[config.mk]
export PLATFORM = sky130hd
export DESIGN_NAME = cfi_queue_ctrl_mp
export DESIGN_NICKNAME = d
export VERILOG_FILES = /design/src/rtl/cfi_queue_ctrl_mp.sv
export SDC_FILE = /design/constraint.sdc
export NUM_CORES = 1
export LEC_CHECK = 0
export BUFFER_PORTS_ARGS = -buffer_cell sky130_fd_sc_hd__buf_4
export CAP_MARGIN = 5
export CORE_ASPECT_RATIO = 1.1
export CORE_MARGIN = 5
export CORE_UTILIZATION = 35
export DETAILED_ROUTE_END_ITERATION = 8
export PLACE_DENSITY_LB_ADDON = 0.2
export SETUP_SLACK_MARGIN = 0.02
export SYNTH_ARGS = -nofsm -noshare
export SYNTH_HDL_FRONTEND = slang
export SYNTH_SLANG_ARGS = --single-unit
[constraint.sdc]
create_clock -name clk_i -period 2.7 [get_ports clk_i]
set_clock_uncertainty 0.15 [all_clocks]
set_input_delay 0.135 -clock clk_i [delete_from_list [all_inputs] [get_ports clk_i]]
set_output_delay 0.135 -clock clk_i [all_outputs]
set_load 0.05 [all_outputs]
[src/rtl/cfi_queue_ctrl_mp.sv]
// cfi_queue_ctrl_mp: multi-lane CFI log push controller, oldest-first drain bounded by queue space.
// Define CFI_QUEUE_CTRL_STATS_EN to add saturating push/halt counters.
module cfi_queue_ctrl_mp #(
  parameter int NR_COMMIT_PORTS = 2,
  parameter int NR_PUSH_PORTS = 1,
  parameter int SPACE_W = 4,
  parameter type cfi_log_t = logic [31:0]
) (
  input  logic clk_i,
  input  logic rst_i,
  input  cfi_log_t [NR_COMMIT_PORTS-1:0] log_i,
  input  logic [NR_COMMIT_PORTS-1:0] log_cfi_i,
  input  logic [NR_COMMIT_PORTS-1:0] log_ack_i,
  input  logic flush_i,
  input  logic [SPACE_W-1:0] queue_space_i,
  output logic [NR_PUSH_PORTS-1:0] queue_push_o,
  output cfi_log_t [NR_PUSH_PORTS-1:0] queue_data_o,
  output logic cfi_halt_o,
  output logic idle_o
`ifdef CFI_QUEUE_CTRL_STATS_EN
  ,
  output logic [31:0] push_cnt_o,
  output logic [31:0] halt_cnt_o
`endif
);
  localparam int XW = SPACE_W > 32 ? SPACE_W : 32;
  if (NR_PUSH_PORTS < 1 || NR_PUSH_PORTS > NR_COMMIT_PORTS) begin : g_bad_cfg
    $error("NR_PUSH_PORTS out of range");
  end
  logic [NR_COMMIT_PORTS-1:0] pend_v_q, pend_v_d, popped;
  cfi_log_t [NR_COMMIT_PORTS-1:0] pend_l_q, pend_l_d;
  logic [XW-1:0] sp;
  int cnt, lim, n, pushed;
  int rank [NR_COMMIT_PORTS];
  assign sp = XW'(queue_space_i);
  always_comb begin
    cnt = 0;
    for (int i = 0; i < NR_COMMIT_PORTS; i++) begin
      rank[i] = cnt;
      cnt = cnt + int'(pend_v_q[i]);
    end
    lim = (sp > XW'(NR_PUSH_PORTS)) ? NR_PUSH_PORTS : 32'(sp);
    n = cnt < lim ? cnt : lim;
    pushed = flush_i ? 0 : n;
    queue_push_o = '0;
    queue_data_o = '0;
    popped = '0;
    // rank[i] is the lane a pending log maps to, so lane order follows port order
    for (int k = 0; k < NR_PUSH_PORTS; k++)
      for (int i = 0; i < NR_COMMIT_PORTS; i++)
        if (pend_v_q[i] && rank[i] == k && k < pushed) begin
          queue_push_o[k] = 1'b1;
          queue_data_o[k] = pend_l_q[i];
          popped[i] = 1'b1;
        end
    cfi_halt_o = (cnt > n) && !flush_i;
    idle_o = cnt == 0;
    pend_v_d = flush_i ? '0 : cfi_halt_o ? pend_v_q & ~popped : log_cfi_i & log_ack_i;
    pend_l_d = (!flush_i && !cfi_halt_o) ? log_i : pend_l_q;
  end
  always_ff @(posedge clk_i or posedge rst_i)
    if (rst_i) begin
      pend_v_q <= '0;
      pend_l_q <= '0;
    end else begin
      pend_v_q <= pend_v_d;
      pend_l_q <= pend_l_d;
    end
`ifdef CFI_QUEUE_CTRL_STATS_EN
  logic [32:0] push_sum;
  assign push_sum = {1'b0, push_cnt_o} + 33'(pushed);
  always_ff @(posedge clk_i or posedge rst_i)
    if (rst_i) begin
      push_cnt_o <= '0;
      halt_cnt_o <= '0;
    end else begin
      push_cnt_o <= push_sum[32] ? '1 : push_sum[31:0];
      halt_cnt_o <= (cfi_halt_o && ~&halt_cnt_o) ? halt_cnt_o + 32'd1 : halt_cnt_o;
    end
`endif
  a_thermo: assert property (@(posedge clk_i) disable iff (rst_i)
    (queue_push_o & (queue_push_o + 1'b1)) == '0);
  a_no_ack_halt: assert property (@(posedge clk_i) disable iff (rst_i)
    !(cfi_halt_o && |log_ack_i));
endmodule

==> tab_implementation.tex, run 1 <==
\begin{tabular}{lr}
\hline
Metric & Value \\
\hline
\multicolumn{2}{l}{\textbf{Run status}} \\
\quad Outcome & complete, no violations \\
\multicolumn{2}{l}{\textbf{Layout}} \\
\quad Number of non-filler instances in the completed layout & 592 \\
\quad Area added between synthesis and finish & 76.8\% \\
\quad Layout cell share with drive strength beyond 1 & 54.5\% \\
\quad Number of fill cells & $\sim$740 \\
\quad Number of diodes & 0 \\
\quad Commonest cells after routing, fill and taps aside & sky130\_fd\_sc\_hd\_\_buf\_4, sky130\_fd\_sc\_hd\_\_dlygate4sd3\_1, sky130\_fd\_sc\_hd\_\_dfrtp\_1 \\
\quad Multi-input gate area in the final layout & 1820 sq um \\
\quad Nets & roughly 550 \\
\quad Leading cell type in the layout, fill and taps excluded & sky130\_fd\_sc\_hd\_\_buf\_4 \\
\quad Reg area & 1650 sq um \\
\multicolumn{2}{l}{\textbf{Detailed routing}} \\
\quad Drt drc & 0 \\
\quad Vias after detailed routing & 2870 \\
\quad Post-DR vias/cell & 4.85 \\
\quad Final ANT Viol Nets & 0 \\
\quad Routed Wire Length & 9970 microns \\
\quad 1st-pass router iterations & 4 \\
\quad Per-cell routed wire length & 16.8 microns \\
\quad Initial drt markers & 76 \\
\multicolumn{2}{l}{\textbf{Clocking}} \\
\quad CTS tree & built \\
\quad Number of clock buffers inserted by TritonCTS & 9 \\
\quad CTS Root Buffer Type & sky130\_fd\_sc\_hd\_\_clkbuf\_8 \\
\quad Clk pin slew, worst setup/hold paths & about 0.070 ns \\
\quad Total clock sinks & between 60 and 70 \\
\quad Number of levels the H-tree was split into & 3 \\
\quad Clock latency on the worst-skew pair & 0.33 ns \\
\quad Clock tree buffer depth & 2 \\
\multicolumn{2}{l}{\textbf{Power and ir drop}} \\
\quad Power density over cell area & 1260 nW/um\^{}2 \\
\quad Internal power consumption & 4570 uW \\
\quad Comb power frac & $\sim$65\% \\
\quad Switching Share & 38.1\% \\
\quad Portion of total power attributed to the clock network & 10.4\% \\
\quad Standby leakage power & 0.00255 uW \\
\quad Fraction of power consumed by sequential logic & between 20\% and 30\% \\
\quad Net Switching & 2810 uW \\
\quad Power consumption & around 7400 uW \\
\quad Largest vdd supply drop & between 0.5 and 0.6 mV \\
\multicolumn{2}{l}{\textbf{Synthesis}} \\
\quad Post-Synthesis Cell Area & 3300 sq um \\
\quad Mapped Avg Cell Area & between 10 and 15 sq um \\
\quad Synthesized Nets & 358 \\
\quad Top-area cell type share of the netlist area & 50.0\% \\
\quad Biggest area consumer among synthesized cells & sky130\_fd\_sc\_hd\_\_dfrtp\_1 \\
\quad Share of the yosys chip area belonging to registers & 50.0\% \\
\quad Post-synthesis instance total & 277 \\
\quad Yosys warning total & 0 \\
\quad Biggest area contributors in the synthesized netlist & sky130\_fd\_sc\_hd\_\_dfrtp\_1, sky130\_fd\_sc\_hd\_\_mux2\_4, sky130\_fd\_sc\_hd\_\_mux2\_2 \\
\quad Number of unique standard cell types used by synthesis & 24 \\
\quad FF+latch count, synth & 66 \\
\multicolumn{2}{l}{\textbf{Critical path}} \\
\quad Slowest cell on the critical path & sky130\_fd\_sc\_hd\_\_a211o\_4 \\
\quad Critical path type & register to output pin \\
\quad Critical Path RT & roughly 2.4 ns \\
\quad Crit path max-delay family & compound AO/OA/AOI/OAI gates \\
\quad CP Buf/Inv Count & 3 \\
\quad Critical path endpoint category & output pin \\
\quad Category of the worst setup path launch point & register \\
\quad Delay of the slowest cell on the worst path & approximately 0.40 ns \\
\quad Critical Path AT & 2.41 ns \\
\quad Highest fanout seen on the critical path & 6 \\
\quad Cell Chain, Critical Path & ha\_2 -> ha\_4 -> or2\_1 -> buf\_6 -> a211o\_4 -> clkbuf\_16 -> a21oi\_4 -> buf\_6 \\
\quad Worst path most repeated cell & sky130\_fd\_sc\_hd\_\_buf\_6 \\
\multicolumn{2}{l}{\textbf{STA}} \\
\quad Final hold viol count & 0 \\
\quad Setup TNS after final layout & 0 ns \\
\quad Pin slew with the least headroom to its limit & 0.715 ns \\
\quad Max-slew violation count & 0 \\
\quad Final period utilization & 99.7\% \\
\quad Max-slew headroom & 52.3\% \\
\quad Final count of negative-setup-slack endpoints & 0 \\
\quad Hold\_ws & 0.0245 ns \\
\quad Maximum operating frequency & 371 MHz \\
\quad Unrepaired setup endpoints after global routing & true \\
\quad Time the final worst path needs with I/O delays and setup & 2.69 ns \\
\multicolumn{2}{l}{\textbf{Run}} \\
\quad Number of maximum-capacitance violations & 0 \\
\multicolumn{2}{l}{\textbf{Die}} \\
\quad Floorplan Core Area & 9310 sq um \\
\quad Die W & between 100 and 150 microns \\
\quad Placement Rows & 37 \\
\quad Chip Height & 112 microns \\
\quad Area of the die & 11500 sq um \\
\quad Number of top-level design ports & 110 \\
\quad Initial core utilization & 35.5\% \\
\multicolumn{2}{l}{\textbf{Placement}} \\
\quad Routability cong. & just over 0.8 \\
\quad Buffers added on ports & 109 \\
\quad DPL Wire Length & roughly 5800 microns \\
\quad Number of cells after detailed placement & 496 \\
\multicolumn{2}{l}{\textbf{Global routing}} \\
\quad Pin count of the biggest net entering global routing & 36 \\
\quad Remaining global-route overflow & 0 \\
\quad GRT Resource Usage Total & 16.1\% \\
\quad Global-route wire length before repair & between 10000 and 15000 microns \\
\quad Via count of the first global-routing pass & 3052 \\
\quad Number of antenna violations at the first check in global routing & 0 \\
\multicolumn{2}{l}{\textbf{Hold path}} \\
\quad Class of the most critical hold timing path & input port to register \\
\hline
\end{tabular}
-- registers in the layout, summed over array words and instances (netlist names) --
signal / count
pend_v_q: 2
pend_l_q: 64
-- power by group through the flow --
stage                     Combinational (uW)  Sequential [uW]  Clock (uW)
after floorplan                         3070             1750           0
after global placement                  3630             1810           0
after detailed placement                3680             1820           0
after CTS                               4020             1810         784
after global routing                    5070             1870         829
final                                   4800             1820         769
-- synth_stat cells (all sizes together) --
cell type / n
a2111oi: 1
a211o: 1
a21oi: 33
a22oi: 3
buf: 10
clkbuf: 10
conb: 1
dfrtp: 66
ha: 6
inv: 6
mux2: 64
nand2: 31
nand3: 29
nand3b: 2
nor2: 4
nor2b: 2
nor3: 1
nor4: 1
o21ai: 2
o31a: 1
o32ai: 2
or2: 1
-- worst register-to-register path, cell delays in order, from the launching register on --
cell,delay (ns)
sky130_fd_sc_hd__dfrtp_1,0.37
sky130_fd_sc_hd__ha_2,0.21
sky130_fd_sc_hd__ha_4,0.20
sky130_fd_sc_hd__or2_1,0.25
sky130_fd_sc_hd__a21oi_1,0.17
sky130_fd_sc_hd__ha_1,0.22
sky130_fd_sc_hd__nor2b_4,0.06
sky130_fd_sc_hd__o31a_4,0.42
sky130_fd_sc_hd__clkbuf_16,0.23
sky130_fd_sc_hd__mux2_4,0.31
-- final timing paths --
path / depth (start not counted) / slack, ns / end / from
worst max-delay path: 8 / 0.007 / queue_data_o[19] / pend_v_q[1]
worst min-delay path: 4 / 0.02 / pend_v_q[0] / flush_i
worst max register to register: 9 / 0.007 / pend_l_q[13] / pend_v_q[1]
worst min register to register: 1 / 0.36 / pend_l_q[35] / pend_l_q[35]
max in group asynchronous: 4 / 1.42 / pend_l_q[14] / rst_i
min in group asynchronous: 3 / 0.33 / pend_l_q[54] / rst_i
-- routing by layer --
layer	global-route usage [%]	share of wire [%]	routed length [microns]	vias up
met3	3.57	4.3	433	15
li1	-	-	-	1362
met1	20.1	41	4120	1418
met2	27.1	52	5220	75
met5	0	0	0	-
met4	5.51	2.0	204	0
-- per-stage QoR --
step	util, %	worst slack [ns]	instance area [sq um]
6_report	62.8	0.00732	5840
5_1_grt	62.8	-0.118	5840
4_1_cts	58.1	-0.0208	5410
3_5_place_dp	46.2	-0.0259	4300
3_3_place_gp	46.2	0.0329	4300
2_1_floorplan	-	-0.0103	3330
-- cell families (layout without fill, tap and decap cells) --
| family | Yosys count | after routing | share of synthesized area (%) |
|---|---|---|---|
| and+or+nand+nor | 71 | 71 | 9.92 |
| DFF | 66 | 66 | 50.0 |
| muxes | 64 | 64 | 26.1 |
| AOI/OAI and AO/OA | 43 | 43 | 7.31 |
| buffers and inverters | 26 | 224 | 4.28 |
| adders and majority gates | 6 | 6 | 2.27 |
| other | 1 | 1 | 0.113 |
-- area by class of cell --
cell class,instances,share of cell area [%]
repair buffers,204,34.7
multi-input cells,185,31.1
flip-flops and latches,66,28.3
clock buffers,12,2.83
well taps,117,2.51
inverters,6,0.428
clock inverters,2,0.214
-- what timing repair did --
item | 4_1_cts | 5_1_grt
hold buffers | 69 | 0
endpoints found under the hold margin | 97 | 0
setup buffers | 4 | 1
gates resized for setup | 55 | 55
setup endpoints to repair | 85 | 98
pin swaps | 1 | 8
gates cloned | 1 | 7
No activity file was read; power rests on OpenSTA's default activity.
==> run 2, diff against run 1 <==
ABC_AREA = 1   (was default)
==> run 2 against run 1 <==
  * Synthesized cell count grew 68%
  * Global-route usage grew 1.7 points
  * First-iteration DRC count up 120%
  * Via count grew 33%
  * Clock power rose by 21%
  * Critical path type unchanged
==> tab_implementation.tex, run 2 <==
\begin{tabular}{lr}
\hline
Metric & Value \\
\hline
\multicolumn{2}{l}{\textbf{Run status}} \\
\quad Outcome & complete, no violations \\
\multicolumn{2}{l}{\textbf{Die}} \\
\quad Number of top-level design ports & 110 \\
\quad Area of the die & 12200 sq um \\
\quad Placement Rows & 38 \\
\quad Chip Height & between 100 and 150 microns \\
\quad Initial core utilization & 35.7\% \\
\quad Floorplan Core Area & 9890 sq um \\
\quad Die W & between 100 and 150 microns \\
\multicolumn{2}{l}{\textbf{STA}} \\
\quad Max-slew headroom & 59.1\% \\
\quad Time the final worst path needs with I/O delays and setup & 2.57 ns \\
\quad Final period utilization & 95.1\% \\
\quad Final count of negative-setup-slack endpoints & 0 \\
\quad Max-slew violation count & 0 \\
\quad Pin slew with the least headroom to its limit & 0.613 ns \\
\quad Setup TNS after final layout & 0 ns \\
\quad Final hold viol count & 0 \\
\quad Unrepaired setup endpoints after global routing & false \\
\quad Maximum operating frequency & approximately 390 MHz \\
\multicolumn{2}{l}{\textbf{Run}} \\
\quad Number of maximum-capacitance violations & 0 \\
\multicolumn{2}{l}{\textbf{Critical path}} \\
\quad Highest fanout seen on the critical path & 17 \\
\quad RR Endpoint & pend\_l\_q[1] \\
\quad Category of the worst setup path launch point & register \\
\quad Critical R2R Launch & pend\_v\_q[1] \\
\quad R2R cell count & 13 \\
\quad Setup slack of the worst register-to-register path & 0.21 ns \\
\quad Critical Path RT & 2.41 ns \\
\quad Critical Path AT & 2.28 ns \\
\quad Critical path endpoint category & output pin \\
\quad Critical path type & register to output pin \\
\multicolumn{2}{l}{\textbf{Synthesis}} \\
\quad Number of unique standard cell types used by synthesis & 22 \\
\quad Proportion of register bits with asynchronous set or reset after synthesis & 100\% \\
\quad Mapped Avg Cell Area & around 7.6 sq um \\
\quad Synthesized Nets & 546 \\
\quad Most numerous cell in the Yosys netlist & sky130\_fd\_sc\_hd\_\_nand2\_1 \\
\quad Most frequent cells after synthesis & sky130\_fd\_sc\_hd\_\_nand2\_1, sky130\_fd\_sc\_hd\_\_dfrtp\_1, sky130\_fd\_sc\_hd\_\_nand4\_1, sky130\_fd\_sc\_hd\_\_inv\_1, sky130\_fd\_sc\_hd\_\_nor2\_1 \\
\quad Post-synthesis instance total & 465 \\
\quad Share of the yosys chip area belonging to registers & 46.8\% \\
\quad Most used flip-flop cell after synthesis & sky130\_fd\_sc\_hd\_\_dfrtp\_1 \\
\quad Top-area cell type share of the netlist area & 46.8\% \\
\quad EDFF count, synth & 0 \\
\quad Post-Synthesis Cell Area & roughly 3500 sq um \\
\quad FF+latch count, synth & between 60 and 70 \\
\quad Yosys warning total & 0 \\
\quad Biggest area consumer among synthesized cells & sky130\_fd\_sc\_hd\_\_dfrtp\_1 \\
\quad Biggest area contributors in the synthesized netlist & sky130\_fd\_sc\_hd\_\_dfrtp\_1, sky130\_fd\_sc\_hd\_\_nand2\_1, sky130\_fd\_sc\_hd\_\_nand4\_1 \\
\multicolumn{2}{l}{\textbf{Power and ir drop}} \\
\quad Power density over cell area & roughly 1100 nW/um\^{}2 \\
\quad Standby leakage power & 0.00300 uW \\
\quad Largest vdd supply drop & 0.535 mV \\
\quad Power consumption & 6170 uW \\
\multicolumn{2}{l}{\textbf{Placement}} \\
\quad DPL Wire Length & 6860 microns \\
\quad Buffers added on ports & approximately 110 \\
\quad Routability cong. & 0.820 \\
\multicolumn{2}{l}{\textbf{Clocking}} \\
\quad Total clock sinks & 66 \\
\quad Number of levels the H-tree was split into & 3 \\
\quad Clk pin slew, worst setup/hold paths & 0.07 ns \\
\quad Number of clock buffers inserted by TritonCTS & 9 \\
\quad Clock latency on the worst-skew pair & 0.33 ns \\
\quad Clock tree buffer depth & 2 \\
\quad CTS tree & built \\
\quad CTS Root Buffer Type & sky130\_fd\_sc\_hd\_\_clkbuf\_8 \\
\multicolumn{2}{l}{\textbf{Layout}} \\
\quad Area added between synthesis and finish & 62.9\% \\
\quad Commonest cells after routing, fill and taps aside & sky130\_fd\_sc\_hd\_\_nand2\_1, sky130\_fd\_sc\_hd\_\_buf\_4, sky130\_fd\_sc\_hd\_\_dlygate4sd3\_1 \\
\quad Register bank with the most flops & pend\_l\_q \\
\quad Flip-flop count of the largest register after layout & 64 \\
\quad Number of diodes & 0 \\
\quad Layout cell share with drive strength beyond 1 & 26.6\% \\
\quad Largest regs & pend\_l\_q: 64 flops, pend\_v\_q: 2 flops \\
\quad Nets & 727 \\
\quad Number of fill cells & 886 \\
\quad Leading cell type in the layout, fill and taps excluded & sky130\_fd\_sc\_hd\_\_nand2\_1 \\
\multicolumn{2}{l}{\textbf{Detailed routing}} \\
\quad Final ANT Viol Nets & 0 \\
\quad Initial drt markers & between 150 and 200 \\
\quad Drt drc & 0 \\
\quad Post-DR vias/cell & 4.94 \\
\quad Per-cell routed wire length & about 16 microns \\
\quad Vias after detailed routing & 3803 \\
\quad 1st-pass router iterations & 4 \\
\quad Routed Wire Length & roughly 12000 microns \\
\multicolumn{2}{l}{\textbf{Global routing}} \\
\quad GRT Resource Usage Total & 17.8\% \\
\quad Remaining global-route overflow & 0 \\
\quad Number of antenna violations at the first check in global routing & 0 \\
\quad Pin count of the biggest net entering global routing & 57 \\
\quad Global-route wire length before repair & around 18000 microns \\
\quad Via count of the first global-routing pass & 3693 \\
\multicolumn{2}{l}{\textbf{Hold path}} \\
\quad Class of the most critical hold timing path & input port to async pin \\
\hline
\end{tabular}
[run 2: cell types whose count changed in the layout (fill, tap and decap cells not counted), moves of 10 or more]
cell                      before  now
sky130_fd_sc_hd__nand2_1      31  166
sky130_fd_sc_hd__nand4_1       0   64
sky130_fd_sc_hd__mux2_4       38    0
sky130_fd_sc_hd__nor2_1        1   34
sky130_fd_sc_hd__inv_1         3   35
sky130_fd_sc_hd__mux2_2       26    0
sky130_fd_sc_hd__nand3_1      29    4
sky130_fd_sc_hd__buf_4        86  108
sky130_fd_sc_hd__o21ai_0       0   22
sky130_fd_sc_hd__a21oi_2      18    0
sky130_fd_sc_hd__buf_6        34   17
sky130_fd_sc_hd__a21oi_4      13    0
sky130_fd_sc_hd__o21ai_1       1   11
[run 2: worst max-delay path by stage]
stage,start,endpoint,slack [ns],cells past startpoint
after floorplan,pend_v_q[0],pend_l_q[32],0.01,18
after global placement,pend_v_q[0],pend_l_q[16],0.18,12
after detailed placement,pend_v_q[0],pend_l_q[10],0.04,14
after CTS,pend_v_q[0],cfi_halt_o,0.03,12
after global routing,pend_v_q[1],cfi_halt_o,0.009,13
final,pend_v_q[1],queue_data_o[17],0.13,10
[run 2: where the power goes]
| part | internal, uW | total (uW) | switching, uW |
|---|---|---|---|
| Sequential | 1490 | 1690 | 202 |
| Combinational | 1450 | 3550 | 2100 |
| Clock | 567 | 932 | 365 |
| Total | 3500 | 6170 | 2660 |
[run 2: stage by stage]
| stage | hold WS [ns] | util, % | area, sq um | worst slack, ns | std cells |
|---|---|---|---|---|---|
| CTS | 0.180 | 54.2 | 5360 | 0.0278 | 753 |
| detailed placement | -0.00432 | 44.9 | 4440 | 0.0409 | 668 |
| finish | 0.192 | 58.1 | 5750 | 0.131 | 770 |
| floorplan | 0.0946 | - | 3560 | 0.0136 | 465 |
| global placement | -0.00381 | 44.9 | 4440 | 0.184 | 668 |
| global route | 0.210 | 58.1 | 5750 | 0.00879 | 770 |
[run 2: per-layer routing]
metal	up-vias	wire length (microns)	GRT usage [%]
met5	-	0	0
met4	0	161	5.61
met3	14	559	3.26
met2	108	6150	31.0
met1	1815	5220	22.5
li1	1866	-	-
[run 2: critical path, cell delays in order, from the launching register on]
cell                        delay [ns]
sky130_fd_sc_hd__dfrtp_2          0.45
sky130_fd_sc_hd__ha_4             0.19
sky130_fd_sc_hd__ha_1             0.29
sky130_fd_sc_hd__nand2_2          0.10
sky130_fd_sc_hd__nand2_2          0.07
sky130_fd_sc_hd__nand2_2          0.06
sky130_fd_sc_hd__nand3_4          0.17
sky130_fd_sc_hd__clkbuf_16        0.22
sky130_fd_sc_hd__nand4_1          0.08
sky130_fd_sc_hd__nand2_1          0.10
sky130_fd_sc_hd__buf_4            0.20
[run 2: area by class of cell]
| type | count | area (sq um) | area share, % |
|---|---|---|---|
| Timing Repair inverter | 1 | 6.26 | 0.109 |
| Multi-Input combinational cell | 321 | 1590 | 27.6 |
| Clock inverter | 2 | 60.1 | 1.04 |
| Tap cell | 120 | 150 | 2.61 |
| Inverter | 40 | 158 | 2.74 |
| Sequential cell | 66 | 1650 | 28.7 |
| Timing Repair Buffer | 207 | 1980 | 34.4 |
| Clock buffer | 13 | 159 | 2.76 |
[run 2: cells by family (layout without fill, tap and decap cells)]
logic type | Yosys count | after routing | share of synthesized area [%]
flip-flops | 66 | 66 | 46.8
AO/OA/AOI/OAI | 34 | 34 | 4.93
AND/OR/NAND/NOR | 280 | 280 | 35.4
adder cells (fa/ha/maj) | 6 | 6 | 2.13
buffers and inverters | 78 | 263 | 10.6
other | 1 | 1 | 0.106
[run 2: timing repair]
action,CTS,global route
gates cloned,0,12
setup endpoints to repair,1,84
pin swaps,1,6
setup buffers,0,5
hold endpoints to repair,81,0
resized for setup,0,32
hold buffers,70,0
